## src/rtl/clock_pkg.sv

```systemverilog
// Shared state encoding and counter limits for the settable clock.
package clock_pkg;

   typedef enum logic [1:0] {
      RUN      = 2'd0,
      SET_MIN  = 2'd1,
      SET_HOUR = 2'd2
   } state_t;

   localparam logic [5:0] SEC_MAX = 6'd59;
   localparam logic [5:0] MIN_MAX = 6'd59;

endpackage

```

## src/rtl/edge_det.sv

```systemverilog
// One-bit rising-edge detector for an already-synchronized button level.
module edge_det (
   input  logic clk,
   input  logic rst,
   input  logic i_lvl,
   output logic o_rise
);

   logic r_prev;

   // Previous level resets high so a button held through reset is not a press.
   always_ff @(posedge clk) begin
      if (!rst) r_prev <= 1'b1;
      else      r_prev <= i_lvl;
   end

   assign o_rise = i_lvl & ~r_prev;

endmodule

```

## src/rtl/clock_set_ctrl.sv

```systemverilog
// Time-of-day counter with a three-state mode/set FSM and blinking digit enables.
module clock_set_ctrl
   import clock_pkg::*;
#(
   parameter int unsigned HOUR_MAX = 23
) (
   input  logic       clk,
   input  logic       rst,
   input  logic       tick_1hz,
   input  logic       btn_mode,
   input  logic       btn_inc,
   output logic [5:0] sec_o,
   output logic [5:0] min_o,
   output logic [4:0] hour_o,
   output logic [1:0] mode_o,
   output logic       min_en_o,
   output logic       hour_en_o
);

   localparam logic [4:0] HOUR_MAX_L = 5'(HOUR_MAX);

   function automatic logic [5:0] inc6(input logic [5:0] v, input logic [5:0] m);
      return (v == m) ? 6'd0 : v + 6'd1;
   endfunction

   function automatic logic [4:0] inc5(input logic [4:0] v, input logic [4:0] m);
      return (v == m) ? 5'd0 : v + 5'd1;
   endfunction

   logic       w_mode_p, w_inc_p;
   state_t     r_state, w_state_n;
   logic [5:0] r_sec, r_min, w_sec_n, w_min_n;
   logic [4:0] r_hour, w_hour_n;
   logic       r_blink, w_blink_n;
   logic       r_min_en, r_hour_en, w_min_en_n, w_hour_en_n;

   edge_det u_mode_edge (.clk(clk), .rst(rst), .i_lvl(btn_mode), .o_rise(w_mode_p));
   edge_det u_inc_edge  (.clk(clk), .rst(rst), .i_lvl(btn_inc),  .o_rise(w_inc_p));

   always_comb begin
      w_state_n = r_state;
      w_sec_n   = r_sec;
      w_min_n   = r_min;
      w_hour_n  = r_hour;
      case (r_state)
         RUN: begin
            if (w_mode_p) begin
               w_state_n = SET_MIN;
               w_sec_n   = 6'd0;
            end else if (tick_1hz) begin
               w_sec_n = inc6(r_sec, SEC_MAX);
               if (r_sec == SEC_MAX) begin
                  w_min_n = inc6(r_min, MIN_MAX);
                  if (r_min == MIN_MAX) w_hour_n = inc5(r_hour, HOUR_MAX_L);
               end
            end
         end
         SET_MIN: begin
            if (w_mode_p)     w_state_n = SET_HOUR;
            else if (w_inc_p) w_min_n   = inc6(r_min, MIN_MAX);
         end
         SET_HOUR: begin
            if (w_mode_p)     w_state_n = RUN;
            else if (w_inc_p) w_hour_n  = inc5(r_hour, HOUR_MAX_L);
         end
         default: w_state_n = RUN;
      endcase
   end

   // Blink phase restarts lit on every mode change so the edited field is visible immediately.
   always_comb begin
      w_blink_n = r_blink;
      if (w_mode_p)                        w_blink_n = 1'b1;
      else if (tick_1hz && r_state != RUN) w_blink_n = ~r_blink;
      w_min_en_n  = (w_state_n == SET_MIN)  ? w_blink_n : 1'b1;
      w_hour_en_n = (w_state_n == SET_HOUR) ? w_blink_n : 1'b1;
   end

   always_ff @(posedge clk) begin
      if (!rst) begin
         r_state   <= RUN;
         r_sec     <= 6'd0;
         r_min     <= 6'd0;
         r_hour    <= 5'd0;
         r_blink   <= 1'b1;
         r_min_en  <= 1'b1;
         r_hour_en <= 1'b1;
      end else begin
         r_state   <= w_state_n;
         r_sec     <= w_sec_n;
         r_min     <= w_min_n;
         r_hour    <= w_hour_n;
         r_blink   <= w_blink_n;
         r_min_en  <= w_min_en_n;
         r_hour_en <= w_hour_en_n;
      end
   end

   assign sec_o     = r_sec;
   assign min_o     = r_min;
   assign hour_o    = r_hour;
   assign mode_o    = r_state;
   assign min_en_o  = r_min_en;
   assign hour_en_o = r_hour_en;

endmodule

```

## config.mk

```make
export PLATFORM = sky130hd
export DESIGN_NAME = clock_set_ctrl
export DESIGN_NICKNAME = d
export VERILOG_FILES = /design/src/rtl/clock_pkg.sv /design/src/rtl/edge_det.sv /design/src/rtl/clock_set_ctrl.sv
export SDC_FILE = /design/constraint.sdc
export NUM_CORES = 1
export LEC_CHECK = 0
export ABC_AREA = 1
export BUFFER_PORTS_ARGS = -buffer_cell sky130_fd_sc_hd__buf_2
export CAP_MARGIN = 20
export CORE_ASPECT_RATIO = 0.6
export CORE_UTILIZATION = 53
export DETAILED_ROUTE_END_ITERATION = 8
export PLACE_DENSITY = 0.86
export SYNTH_ARGS = -nofsm -noshare
export SYNTH_HDL_FRONTEND = slang
export SYNTH_SLANG_ARGS = --single-unit
export TNS_END_PERCENT = 10
```

## constraint.sdc

```tcl
create_clock -name clk -period 1.8 [get_ports clk]
set_input_delay 0.36 -clock clk [delete_from_list [all_inputs] [get_ports clk]]
set_output_delay 0.36 -clock clk [all_outputs]
set_load 0.005 [all_outputs]
```

After elaboration in Yosys (flattened, before gate mapping). Cells that the tools add are included.

$add $sub $neg: 3. Equal/unequal tests: 15. Multiplexer cells: 24. Bitwise operators: 5. Reductions and logical operators: 11.

Operator list (count): $mux W6 (9); $mux W5 (7); $add A6 B1 Y6 const B (2); $eq A6 B6 Y1 const B (2); $ne A2 B2 Y1 const B (6); $pmux W6 S2 (1); $pmux W5 S2 (1); $reduce_bool A2 Y1 (4); $reduce_and A7 Y1 (1); $mux W2 (3); $pmux W2 S3 (1); $reduce_and A2 Y1 (3); $reduce_and A6 Y1 (1); $add A5 B1 Y5 const B (1); $eq A5 B5 Y1 const B (1); $eq A2 B1 Y1 const B (2); $eq A2 B2 Y1 const B (2); $ne A2 B1 Y1 const B (2); $not A1 Y1 (3); $and A1 B1 Y1 (2); $logic_not A2 Y1 (1); $mux W1 (2); $logic_and A1 B1 Y1 (1).

Bits in registers: 24. Input bits: 5. Output and inout port bits: 21. Logic and storage cells: 67.

Depth between registers and ports, before layout.
Depth in word-level cells: 7. Gate-level depth with buffers: 9.

Cells and area by module. From an unflattened synthesis, not the netlist that was laid out.

Cells, all modules: 174. Area, all modules: 1228.7 sq um.

Modules (own cells, without submodules): clock_set_ctrl (instances 1, cells an instance 166, area each 1161.1 sq um, sequential area each 440.4 sq um); edge_det (instances 2, cells an instance 4, area each 33.8 sq um, sequential area each 20.0 sq um).

Worst setup path before layout. Ideal clock, no wire load.

Path kind: reg-to-reg. Start point: reg r_min[0], in the netlist min_o[0]. End point: reg r_hour[3], in the netlist hour_o[3]. Arrival time: 1225 ps. Required time: 1687 ps. Setup slack: 462 ps. Stages on the path, launching flop included: 9. Buffers on the path: 0. Path through: dfxtp_1 ha_1 nand2_1 nor2_4 nand2_2 nand2_4 nand3_4 nor2_1 nor2_1.

Word-level cells in the longest chain between the ends: 3.

Ends and longest elaborated chain: start: declaration (line clock_set_ctrl.sv:32) `logic [5:0] r_sec, r_min, w_sec_n, w_min_n;`; start signal: assignment (line clock_set_ctrl.sv:91) `r_min <= w_min_n;`; $eq A6 B6 Y1 (line clock_set_ctrl.sv:54) `if (r_min == MIN_MAX) w_hour_n = inc5(r_hour, HOUR_MAX_L);`; $ne A2 B2 Y1 (no source line); $reduce_and A7 Y1 (no source line); end signal: assignment (line clock_set_ctrl.sv:92) `r_hour <= w_hour_n;`; end: declaration (line clock_set_ctrl.sv:33) `logic [4:0] r_hour, w_hour_n;`.

Every way passes these cells. A chain may end at the register's enable or synchronous reset.

Worst setup path in the final report. Same ends and word-level chain as after synthesis.

==> results.cfg <==
[sta]
fin_skew_ns = 0.005197
fmax_mhz = 656.4
rsz0062_at_grt = no
setup_viol = 0
setup_tns_ns = 0
finalHoldViolations = 0
worstMarginPinSlew_ns = 0.3809
slew_headroom = 0.7441
fin_crit_sh = 0.8464
min_period_ns = 1.524
maxSlewViolCount = 0

[cts]
path_clk_slew_ns = 0.08
cts_tree = yes
ctsLongestPathBuffers = 2
clkLatencyLatePin_ns = 0.27
cts_buffers = 3
clkSinkCount = 24
h-tree-depth = 1
clockRootBuffer = clkbuf_8
cts_hold_buf = 0
cts-resized-gates = 0
post-cts-setup-buffers = 0

[worst_setup_path]
setup.worst_path.class = reg -> reg
crit_fanout = 8
required_ns = 1.97
cp-end-kind = flip-flop
start_kind = flip-flop
crit_arrival_ns = 1.69

[yosys]
yosys.cell_types.count = 28
ys_seq_elements = 24
synth_edf_count = 0
post_synth.cell_area_avg_um2 = 7.258
synth_adder_area_share = 0.03024
synthTopCellsByArea = dfxtp_1, nand2_1, nand3_1, a21oi_1, nor2_1
synth_top_family_by_area = simple AND/OR/NAND/NOR gates
synth_flop_cell = dfxtp_1
ys_seq_area_frac = 0.3871
synth.area.mux_share = 0
netlist_instances = 171
yosys.area.top_type = dfxtp_1
synth_xor_area_frac = 0.01411
synth_compound_area_frac = 0.1079
synth-simple-area-share = 0.3851
ys_warn_count = 0
syn-cell-area_um2 = 1241
syn_nets = 179
synth_top_area_frac = 0.3871
synthArstFlopShare = 0

[cells_and_area]
seq_area_um2 = 480.5
areaGrowthSynthToFinish_pct = 18.55
fill_cells = 197
layout.nets = 209
diodes = 0
final_cell_area_um2 = 1471
final_common_cell = nand2_1
final_cell_mix = nand2_1, buf_2, dfxtp_1
drive_gt1_frac = 0.2550
multi_input_area_um2 = 666.9

[power]
pwr-share-clk = 0.420
ir_worst_vdd_mv = 0.6305
p_switching_mw = 0.2409
comb_power_share = 0.083
power.density_nw_per_um2 = 757.0
p_int_mw = 0.8730
pwr-share-seq = 0.497
leakage_nw = 0.6584
swShare = 0.2162

[die]
core_area_um2 = 2180
start_util = 0.5695
placementRows = 13
die_w_um = 64.48
io_pins = 26
die_height_um = 39.49
die_area_um2 = 2546

[hold_path]
hp-class = in -> reg

[detailed_routing]
drcViolationCount = 0
avgViaCountPerCell = 5.187
antenna_left = 0
vias = 1193
drt_pass1_iterations = 4
routed_wl_um = 2699
avgRoutedWirePerCell_um = 11.73
first_iter_violations = 73

[global_route]
overflow = 0
grt_first_pass_wirelength_um = 4291
grt_max_degree = 15
grt_pass1_vias = 1000
grtUsageTotal = 0.2325
antenna_found_initial = 0

[outcome]
outcome = finished, final reports clean

[job]
cap_violations = 0

[placement]
dp_hpwl_um = 2083
place_area_um2 = 1400
gp_congestion = 0.8033
port_buffers = 25
## metal layers
metal	share of wire	global-route usage
met2	0.43	0.3921
met1	0.48	0.2927
met4	0.024	0.09444
met5	0	0
met3	0.066	0.05523
## critical path, cell delays in order (launching register included)
cell,delay (ns)
dfxtp_1,0.42
ha_1,0.24
nand2_1,0.12
nor2_4,0.18
nand2_2,0.08
nand2_4,0.09
nand3_4,0.10
nor2_1,0.13
nor2_1,0.05
## Yosys cell counts (2+ instances only)
| cell type | instances |
|---|---|
| nand2_4 | 2 |
| xor2_1 | 2 |
| nand4_1 | 5 |
| nor2_2 | 3 |
| ha_1 | 3 |
| inv_1 | 16 |
| nor3_1 | 3 |
| dfxtp_1 | 24 |
| nor2_1 | 17 |
| inv_2 | 5 |
| nand2_2 | 5 |
| o21ai_1 | 2 |
| nand3_1 | 18 |
| o21a_1 | 2 |
| a21oi_1 | 16 |
| nand2_1 | 36 |
## registers in the layout (all words and copies together), names as in the netlist
signal and flops:
min_en_o 1, u_mode_edge.r_prev 1, r_blink 1, min_o 6
hour_en_o 1, mode_o 2, hour_o 5, u_inc_edge.r_prev 1
sec_o 6
## power by group through the flow
stage               Sequential, mW  Clock [mW]  Combinational (mW)
floorplan                    0.565           0              0.0638
global placement             0.565           0              0.0884
detailed placement           0.566           0              0.0915
CTS                          0.554       0.483              0.0922
global route                 0.555       0.493               0.103
finish                       0.554       0.468              0.0927
## per-stage QoR
stage                     std cells  power (mW)  setup slack, ns  hold WS [ns]  utilization
after global placement          226      0.6531           0.3714        0.4852       0.6424
after floorplan                 171      0.6291           0.4624        0.4564            -
after CTS                       230       1.129           0.2918        0.2900       0.6751
final                           230       1.114           0.2764        0.2885       0.6751
after detailed placement        226      0.6576           0.3086        0.4929       0.6424
after global routing            230       1.152           0.1586        0.2937       0.6751
## logic make-up after synthesis
family / Yosys count
AND/OR/NAND/NOR: 96
adder cells (fa/ha/maj): 3
flip-flops: 24
XOR/XNOR: 2
AO/OA/AOI/OAI: 23
buffers and inverters: 23
## worst paths after layout
path / start / depth (start not counted) / slack, ns / endpoint
setup / recovery: min_o[0]$_SDFFE_PN0P_ / 8 / 0.28 / hour_o[3]$_SDFFE_PN0P_
hold / removal: btn_inc / 3 / 0.29 / u_inc_edge.r_prev$_SDFF_PN1_
setup reg to reg: min_o[0]$_SDFFE_PN0P_ / 8 / 0.28 / hour_o[3]$_SDFFE_PN0P_
hold reg to reg: sec_o[1]$_SDFFE_PN0P_ / 2 / 0.50 / sec_o[1]$_SDFFE_PN0P_
## area by class of cell
type,count,area share
clock buffers,3,0.02806
clock inverters,1,0.02041
inverters,22,0.05612
multi-input cells,124,0.4532
flip-flops and latches,24,0.3265
well taps,30,0.02551
repair buffers,26,0.09014
No activity file was read; power rests on OpenSTA's default activity.
